===== src/rtl/ack_retransmit_buffer.sv =====
// Tracks first-transmission flits awaiting ACK; frees them on ACK, otherwise offers them for
// retransmission after a timeout and drops them once the retry budget is spent.
module ack_retransmit_buffer #(
  parameter int unsigned FLIT_W    = 128,
  parameter int unsigned TAG_W     = 8,
  parameter int unsigned TAG_LSB   = 0,
  parameter int unsigned DEPTH     = 4,
  parameter int unsigned TIMEOUT   = 1024,
  parameter int unsigned MAX_RETRY = 3
) (
  input  logic              nocclk,
  input  logic              rst,
  input  logic [FLIT_W-1:0] tx_flit,
  input  logic              tx_valid,
  input  logic              tx_ready,
  input  logic              tx_need_ack,
  input  logic [FLIT_W-1:0] ack_flit,
  input  logic              ack_valid,
  output logic [FLIT_W-1:0] retx_flit,
  output logic              retx_valid,
  input  logic              retx_ready,
  output logic              full,
  output logic              overflow,
  output logic              drop_valid,
  output logic [TAG_W-1:0]  drop_tag
);

  localparam int unsigned TimerW = (TIMEOUT > 1) ? $clog2(TIMEOUT) : 1;
  localparam int unsigned RetryW = (MAX_RETRY > 0) ? $clog2(MAX_RETRY + 1) : 1;
  localparam int unsigned IdxW   = $clog2(DEPTH);
  localparam logic [TimerW-1:0] TimerMax = TimerW'(TIMEOUT - 1);
  localparam logic [RetryW-1:0] RetryMax = RetryW'(MAX_RETRY);

  typedef enum logic [0:0] {StIdle, StOffer} state_e;

  logic [DEPTH-1:0]  valid_q, valid_d, pending_q, pending_d, in_flight_q, in_flight_d;
  logic [FLIT_W-1:0] flit_q [DEPTH];
  logic [FLIT_W-1:0] flit_d [DEPTH];
  logic [TimerW-1:0] timer_q [DEPTH];
  logic [TimerW-1:0] timer_d [DEPTH];
  logic [RetryW-1:0] retry_q [DEPTH];
  logic [RetryW-1:0] retry_d [DEPTH];

  state_e            state_q, state_d;
  logic [IdxW-1:0]   src_q, src_d;
  logic [FLIT_W-1:0] retx_flit_q, retx_flit_d;
  logic              retx_valid_q, retx_valid_d;
  logic              full_q, full_d;
  logic              overflow_q, overflow_d;
  logic              drop_valid_q, drop_valid_d;
  logic [TAG_W-1:0]  drop_tag_q, drop_tag_d;

  logic            cap_found, ack_found, pend_found, drop_found;
  logic [IdxW-1:0] cap_idx, ack_idx, pend_idx, drop_idx;
  logic [TAG_W-1:0] ack_tag;
  logic            capture, ack_hit;
  logic            unused_ack_bits;

  function automatic logic [TAG_W-1:0] tag_of(input logic [FLIT_W-1:0] f);
    return f[TAG_LSB +: TAG_W];
  endfunction

  assign ack_tag         = tag_of(ack_flit);
  assign unused_ack_bits = ^ack_flit;
  assign capture         = tx_valid && tx_ready && tx_need_ack;
  assign ack_hit         = ack_valid && ack_found;

  // All searches look at pre-edge state, so a slot freed this cycle is not reusable until next.
  always_comb begin
    cap_found  = 1'b0;
    cap_idx    = '0;
    ack_found  = 1'b0;
    ack_idx    = '0;
    pend_found = 1'b0;
    pend_idx   = '0;
    drop_found = 1'b0;
    drop_idx   = '0;
    for (int i = 0; i < int'(DEPTH); i++) begin
      if (!cap_found && !valid_q[i]) begin
        cap_found = 1'b1;
        cap_idx   = IdxW'(i);
      end
      if (!ack_found && valid_q[i] && (tag_of(flit_q[i]) == ack_tag)) begin
        ack_found = 1'b1;
        ack_idx   = IdxW'(i);
      end
      if (!pend_found && valid_q[i] && pending_q[i]) begin
        pend_found = 1'b1;
        pend_idx   = IdxW'(i);
      end
      if (!drop_found && valid_q[i] && !pending_q[i] && !in_flight_q[i] &&
          (timer_q[i] == TimerMax) && (retry_q[i] == RetryMax)) begin
        drop_found = 1'b1;
        drop_idx   = IdxW'(i);
      end
    end
  end

  always_comb begin
    valid_d      = valid_q;
    pending_d    = pending_q;
    in_flight_d  = in_flight_q;
    flit_d       = flit_q;
    timer_d      = timer_q;
    retry_d      = retry_q;
    state_d      = state_q;
    src_d        = src_q;
    retx_flit_d  = retx_flit_q;
    retx_valid_d = retx_valid_q;
    overflow_d   = 1'b0;
    drop_valid_d = 1'b0;
    drop_tag_d   = drop_tag_q;

    // Timers saturate at TIMEOUT-1; an exhausted entry waits there until the drop logic takes it.
    for (int i = 0; i < int'(DEPTH); i++) begin
      if (valid_q[i] && !pending_q[i] && !in_flight_q[i]) begin
        if (timer_q[i] != TimerMax) begin
          timer_d[i] = timer_q[i] + 1'b1;
        end else if (retry_q[i] < RetryMax) begin
          pending_d[i] = 1'b1;
        end
      end
    end

    if (drop_found && !(ack_hit && (ack_idx == drop_idx))) begin
      valid_d[drop_idx] = 1'b0;
      drop_valid_d      = 1'b1;
      drop_tag_d        = tag_of(flit_q[drop_idx]);
    end

    unique case (state_q)
      StIdle: begin
        if (pend_found) begin
          retx_flit_d           = flit_q[pend_idx];
          retx_valid_d          = 1'b1;
          pending_d[pend_idx]   = 1'b0;
          in_flight_d[pend_idx] = 1'b1;
          retry_d[pend_idx]     = retry_q[pend_idx] + 1'b1;
          src_d                 = pend_idx;
          state_d               = StOffer;
        end
      end
      StOffer: begin
        if (retx_ready) begin
          retx_valid_d = 1'b0;
          state_d      = StIdle;
          // in_flight is cleared on any free, so a freed or reused slot is left alone here.
          if (in_flight_q[src_q]) begin
            in_flight_d[src_q] = 1'b0;
            timer_d[src_q]     = '0;
          end
        end
      end
      default: state_d = StIdle;
    endcase

    if (ack_hit) begin
      valid_d[ack_idx]     = 1'b0;
      pending_d[ack_idx]   = 1'b0;
      in_flight_d[ack_idx] = 1'b0;
    end

    if (capture) begin
      if (cap_found) begin
        valid_d[cap_idx]     = 1'b1;
        pending_d[cap_idx]   = 1'b0;
        in_flight_d[cap_idx] = 1'b0;
        flit_d[cap_idx]      = tx_flit;
        timer_d[cap_idx]     = '0;
        retry_d[cap_idx]     = '0;
      end else begin
        overflow_d = 1'b1;
      end
    end

    full_d = &valid_d;
  end

  always_ff @(posedge nocclk) begin
    if (rst) begin
      valid_q      <= '0;
      pending_q    <= '0;
      in_flight_q  <= '0;
      flit_q       <= '{default: '0};
      timer_q      <= '{default: '0};
      retry_q      <= '{default: '0};
      state_q      <= StIdle;
      src_q        <= '0;
      retx_flit_q  <= '0;
      retx_valid_q <= 1'b0;
      full_q       <= 1'b0;
      overflow_q   <= 1'b0;
      drop_valid_q <= 1'b0;
      drop_tag_q   <= '0;
    end else begin
      valid_q      <= valid_d;
      pending_q    <= pending_d;
      in_flight_q  <= in_flight_d;
      flit_q       <= flit_d;
      timer_q      <= timer_d;
      retry_q      <= retry_d;
      state_q      <= state_d;
      src_q        <= src_d;
      retx_flit_q  <= retx_flit_d;
      retx_valid_q <= retx_valid_d;
      full_q       <= full_d;
      overflow_q   <= overflow_d;
      drop_valid_q <= drop_valid_d;
      drop_tag_q   <= drop_tag_d;
    end
  end

  assign retx_flit  = retx_flit_q;
  assign retx_valid = retx_valid_q;
  assign full       = full_q;
  assign overflow   = overflow_q;
  assign drop_valid = drop_valid_q;
  assign drop_tag   = drop_tag_q;

endmodule


===== config.mk =====
export PLATFORM = sky130hd
export DESIGN_NAME = ack_retransmit_buffer
export DESIGN_NICKNAME = d
export VERILOG_FILES = /design/src/rtl/ack_retransmit_buffer.sv
export SDC_FILE = /design/constraint.sdc
export NUM_CORES = 2
export LEC_CHECK = 0
export ABC_CLOCK_PERIOD_IN_PS = 3390
export CAP_MARGIN = 20
export CORE_MARGIN = 2
export CORE_UTILIZATION = 35
export CTS_BUF_LIST = sky130_fd_sc_hd__clkbuf_4
export CTS_CLUSTER_SIZE = 16
export DETAILED_ROUTE_END_ITERATION = 7
export DONT_BUFFER_PORTS = 1
export GPL_TIMING_DRIVEN = 0
export PLACE_DENSITY_LB_ADDON = 0.1
export SLEW_MARGIN = 20
export SYNTH_ARGS = -nofsm -noshare
export SYNTH_HDL_FRONTEND = slang
export SYNTH_SLANG_ARGS = --single-unit

===== constraint.sdc =====
create_clock -name nocclk -period 3.39 [get_ports nocclk]
set_input_delay 0.678 -clock nocclk [delete_from_list [all_inputs] [get_ports nocclk]]
set_output_delay 0.678 -clock nocclk [all_outputs]
set_load 0.01 [all_outputs]

Word level (Yosys, flattened, before mapping)
Cells that the tools add are included.

word-level totals
  flip-flop bits (word level) = 715
  bits of input ports = 263
  output and inout port bits = 140
  word-level logic and storage cells = 292

operators by class
  $add $sub $neg = 5
  $lt $le $gt $ge = 21
  eq/ne operators = 19
  multiplexer cells = 114
  bitwise logic cells = 27
  reduce and logical (&&, ||, !) cells = 83

operator list
  operator                                            count
  binary-select mux 128 bit (select 2 bit)            2
  bitwise mux 512 bit                                 1
  2-to-1 mux 128 bit                                  3
  demux 128 bit (select 2 bit)                        1
  2-to-1 mux 40 bit                                   5
  2-to-1 mux 10 bit                                   10
  bitwise AND 40 bit                                  2
  NOT 40 bit                                          2
  2-to-1 mux 4 bit                                    15
  logical AND 1 bit                                   55
  2-to-1 mux 8 bit                                    6
  2-to-1 mux 1 bit                                    44
  adder 10 x 1 -> 10 bit, second input constant       4
  demux 10 bit (select 2 bit)                         2
  equality test 10 bit, second input constant         4
  != test 10 bit, second input constant               4
  bitwise AND 4 bit                                   8
  equality test 8 bit                                 4
  2-to-1 mux 2 bit                                    12
  logical NOT 1 bit                                   23
  NOT 4 bit                                           5
  < comparator 2 x 3 -> 1 bit, second input constant  5
  >= comparator 3 bit, second input constant          4
  NOT 2 -> 3 bit                                      4
  other kinds (21)                                    44

Longest topological paths before layout
  depth in word-level cells = 40
  gate-level depth with buffers = 9
  mapped depth without buffers = 8

Least setup slack after synthesis
Ideal clock, no wire load.

  path type = input to register
  from = input port ack_flit[7]
  to = register drop_tag_q[0], in the netlist drop_tag[0]
  setup time = 0.121 ns
  data arrival time = 2.707 ns
  required time = 3.269 ns
  setup slack = 0.562 ns
  stages = 8
  buffers on the path = 1
  cell sequence = clkbuf_1 xnor2_1 nand3_1 nor4_1 nor4b_1 a21o_1 a41oi_4 mux2_2

on the way
  word-level cells in the longest chain between the ends = 19
  elaborated cells between the ends (all ways) = 26
  those cells by class = eq/ne: 5; mux: 7; reduce/logical: 14

RTL lines
  item                                                             RTL line  text
  from (decl)                                                      17        input logic [FLIT_W-1:0] ack_flit,
  equality test 8 bit                                              83        if (!ack_found && valid_q[i] && (tag_of(flit_q[i]) == ack_tag)) begin
  logical AND 1 bit                                                83
  2-to-1 mux 1 bit                                                 83
  logical NOT 1 bit                                                83
  logical AND 1 bit (2 in series)                                  83
  2-to-1 mux 1 bit                                                 83
  logical NOT 1 bit                                                83
  logical AND 1 bit (2 in series)                                  83
  2-to-1 mux 1 bit                                                 83
  logical NOT 1 bit                                                83
  logical AND 1 bit (2 in series)                                  83
  2-to-1 mux 2 bit / 2-to-1 mux 1 bit (equally long branches)      83
  equality test 2 bit / logical AND 1 bit (equally long branches)  125, 66
  logical AND 1 bit (*)                                            125       if (drop_found && !(ack_hit && (ack_idx == drop_idx))) begin
  logical NOT 1 bit (*)                                            125
  logical AND 1 bit (*)                                            125
  to (signal assigned)                                             209       drop_tag_q <= drop_tag_d;
  to (decl)                                                        51        logic [TAG_W-1:0] drop_tag_q, drop_tag_d;

Mark *: on every way between the ends. The rest lies on a longest branch, timed or not.
A chain may end at the register's enable or synchronous reset.

Final worst setup path
  from = register valid_q[0]
  to = register flit_q[142] (netlist bit)

on the way
  word-level cells in the longest chain between the ends = 14
  elaborated cells between the ends (all ways) = 20
  those cells by class = order compare: 2; mux: 10; bitwise: 1; reduce/logical: 7

RTL lines
  item                                                                                             RTL line  text
  from (decl)                                                                                      36        logic [DEPTH-1:0] valid_q, valid_d, pending_q, pending_d, in_flight_q, in_flight_d;
  from (signal assigned)                                                                           196       valid_q <= valid_d;
  2-to-1 mux 1 bit / logical AND 1 bit (equally long branches)                                     79        if (!cap_found && !valid_q[i]) begin
  2-to-1 mux 1 bit                                                                                 79
  logical NOT 1 bit                                                                                79
  logical AND 1 bit                                                                                79
  2-to-1 mux 1 bit                                                                                 79
  logical NOT 1 bit                                                                                79
  logical AND 1 bit                                                                                79
  2-to-1 mux 2 bit                                                                                 79
  NOT 2 -> 3 bit (not written as such)                                                             168       flit_d[cap_idx] = tx_flit;
  >= comparator 3 bit (not written as such) / < comparator 3 x 1 -> 1 bit (equally long branches)  168
  logical AND 1 bit (not written as such)                                                          168
  2-to-1 mux 128 bit (not written as such)                                                         168
  demux 128 bit (select 2 bit)                                                                     168
  bitwise mux 512 bit                                                                              168
  to (signal assigned)                                                                             199       flit_q <= flit_d;
  to (decl)                                                                                        37        logic [FLIT_W-1:0] flit_q [DEPTH];

Parallel ways exist; a longest one is shown, timed or not.

==> run metrics <==
Initial Util=0.353; Worst IR Drop VDD=0.251 mV; cell area power density=524 nW/um2; skew final=0.0793 ns; layout cell share with drive strength beyond 1=0.0924; Synth top cells by count=1192 x nand2_1, 715 x dfxtp_1, 533 x a21oi_1; dominant cells by area after synthesis=dfxtp_1 51%, nand2_1 16%, a21oi_1 9.6%; H-tree depth=4; Slew headroom=0.310; clock root buffer=clkbuf_4; sw frac=0.247; Worst-Margin Slew=1.04 ns; Longest Clk Path Bufs=3; R2R setup slack=0.13 ns; clock buffer count from CTS=197; reg2reg end=flit_q[142]; crit path capture=flit_q[142]; Fin. Hold Viols=0; CP endpoint kind=flop; GRT busiest layer=met2; Final Util=0.421; Hold WS=0.0958 ns; fraction of registers with async set/reset=0; HPWL after detailed placement=72400 um; drt wl/cell=21.7 um; Mapped Cells=3476; Min-Delay Path Class=in2reg; Die ar.=81900 um2; GPL Wtd Cong=0.875; RSZ-0062 raised after global routing=no; initial drt markers=2490; worst r2r src=valid_q[0]; fill count=8363; chip height=286 um; DRT Pass-1 Iters=8; sequential power share=0.489; Synth cell types=62; Core Region=78900 um2; ys flop type=dfxtp_1; YS warnings=0; Post-synth EDFFs=0; met1 Usage GRT=0.333; P&R area growth vs syn=19.1%; vias in the first global route=25800; Final period util=0.961; global routing usage on met3=0.0641; design area=33200 um2; final non-filler cell total=5013; Finish-stage setup viols=0; Placement Cell Area=29300 um2; Worst Hold Launch=ack_valid; met2 Usage GRT=0.419; CTS sink cnt=715; MaxCap Viol Count=0; Psw=0.00429 W; Max Slew Vio Count=0; clock power share=0.468; initial antenna violation count=13; IO Port Bufs=0; Horiz. Die Dim=286 um; Syn Area/Cell=8.02 um2; P_leak=10.4 nW; post-route ant nets=0; Max Fclk=0.307 GHz; fin nets=4075; kind of critical path=reg2reg; CTS tree=yes; CP startpoint=valid_q[0]; internal power=0.0131 W; Clock Latency Late Sink=1.07 ns; first-pass GRT wire length=162000 um; startpoint types=flop; Synth Register Bits=715; Post-Syn Nets=3743; cell taking the most area after synthesis=dfxtp_1; Comb pwr share=0.043; Synth Cell Area=27900 um2; top-count cell post-synth=nand2_1; Via-to-Cell Ratio=5.33; final wirelength=109000 um; Critical Path RT=4.32 ns; Post-CTS Setup Bufs=0; number of remaining DRC errors=6; fin crit period=3.26 ns; Yosys top cell area share=0.513; reg2reg path depth=7; I/O pins=403; routed vias=26700; CP arrival=4.19 ns; Clock transition at path regs=0.06 ns; failing checks=design-rule violations; Tot GR Track Use=0.260; largest net degree at the start of global routing=17; dpl cells=4528; sequential-to-total area share from yosys stat=0.513; FP Rows=103; worst-path fanout max=10; gr ovfl total=0; outcome=complete, but fails checks
==> placed cells by master (no fill, tap or decap), types with 8 or more instances in the layout <==
cell / instances
nor2b_1: 12
buf_1: 10
nor3_1: 23
a222oi_1: 135
o21ai_0: 8
nand4_1: 22
nand3_1: 23
diode_2: 11
mux2_2: 8
a311oi_1: 130
a2111oi_0: 8
dlygate4sd3_1: 130
clkinv_1: 31
dfxtp_1: 715
clkbuf_4: 301
a21oi_1: 532
xor2_1: 24
nand2_1: 1192
clkbuf_2: 21
nor2_1: 209
clkbuf_1: 254
xnor2_1: 37
==> through the flow <==
step                      power, W  setup TNS [ns]  setup WS (ns)
after global routing        0.0181               0        0.00783
final                       0.0174               0          0.132
after detailed placement   0.00921          -10.34         -0.187
after CTS                   0.0176               0        0.00649
after global placement     0.00920         -223.26         -0.972
after floorplan            0.00899               0          0.562
==> area by class of cell <==
class                      instances  area [um2]  area share
tap                             1050        1310      0.0396
multi-input combinational       2463       12500       0.375
clock buffer                     301        2260      0.0681
clock inverter                    42         309     0.00931
timing repair buffer             133        1360      0.0410
antenna                           11        27.5    0.000829
buffer                           291        1130      0.0339
inverter                           7        26.3    0.000791
sequential                       715       14300       0.431
==> metal layers <==
| metal | vias to the layer above | part of all wire |
|---|---|---|
| met4 | 10 | 0.034 |
| met3 | 234 | 0.074 |
| met1 | 12700 | 0.43 |
| met2 | 934 | 0.46 |
| li1 | 12900 | - |
| met5 | - | 0.00063 |
==> critical path, cell delays in order, from the launching register on <==
cell and delay, ns:
dfxtp_1 0.38, clkbuf_1 0.39, nand2_1 0.18, nor3b_1 0.80, clkbuf_2 0.64, clkbuf_1 0.51
nand2_1 0.10, a21oi_1 0.14
==> kinds of logic (layout without fill, tap and decap cells) <==
logic type / count (synthesis) / after routing / share of synthesized area
and+or+nand+nor: 1545 / 1545 / 0.223
muxes: 12 / 12 / 0.00467
buffers and inverters: 298 / 774 / 0.0403
DFF: 715 / 715 / 0.513
adders and majority gates: 4 / 4 / 0.00180
other: 0 / 11 / 0
xor gates and xnor gates: 61 / 61 / 0.0192
AOI/OAI and AO/OA: 841 / 841 / 0.198
==> sequential cells by signal, summed over array words and instances (netlist names), 2 cells and up <==
signal       cells
flit_q         512
valid_q          4
retx_flit      128
timer_q         40
pending_q        4
retry_q          8
in_flight_q      4
src_q            2
drop_tag         8
==> power groups by stage <==
stage / Combinational, W / Sequential [W] / Clock [W]
2_1_floorplan: 0.000318 / 0.00868 / 0
3_3_place_gp: 0.000516 / 0.00869 / 0
3_5_place_dp: 0.000521 / 0.00869 / 0
4_1_cts: 0.000745 / 0.00850 / 0.00833
5_1_grt: 0.000803 / 0.00850 / 0.00879
6_report: 0.000746 / 0.00850 / 0.00814
==> timing repair <==
action                     in CTS  in global routing
hold endpoints to repair      523                  0
setup endpoints to repair      35                 48
gates resized for setup         1                 14
hold buffers                  130                  0
==> worst min path at each step <==
stage	end	slack (ns)	cells after the start
2_1_floorplan	flit_q[136]	0.44	2
3_3_place_gp	flit_q[252]	0.44	2
3_5_place_dp	flit_q[331]	0.45	2
4_1_cts	drop_tag[6]	0.003	2
5_1_grt	drop_tag[7]	0.05	2
6_report	drop_tag[6]	0.1	2
(Power assumes the default switching activity.)
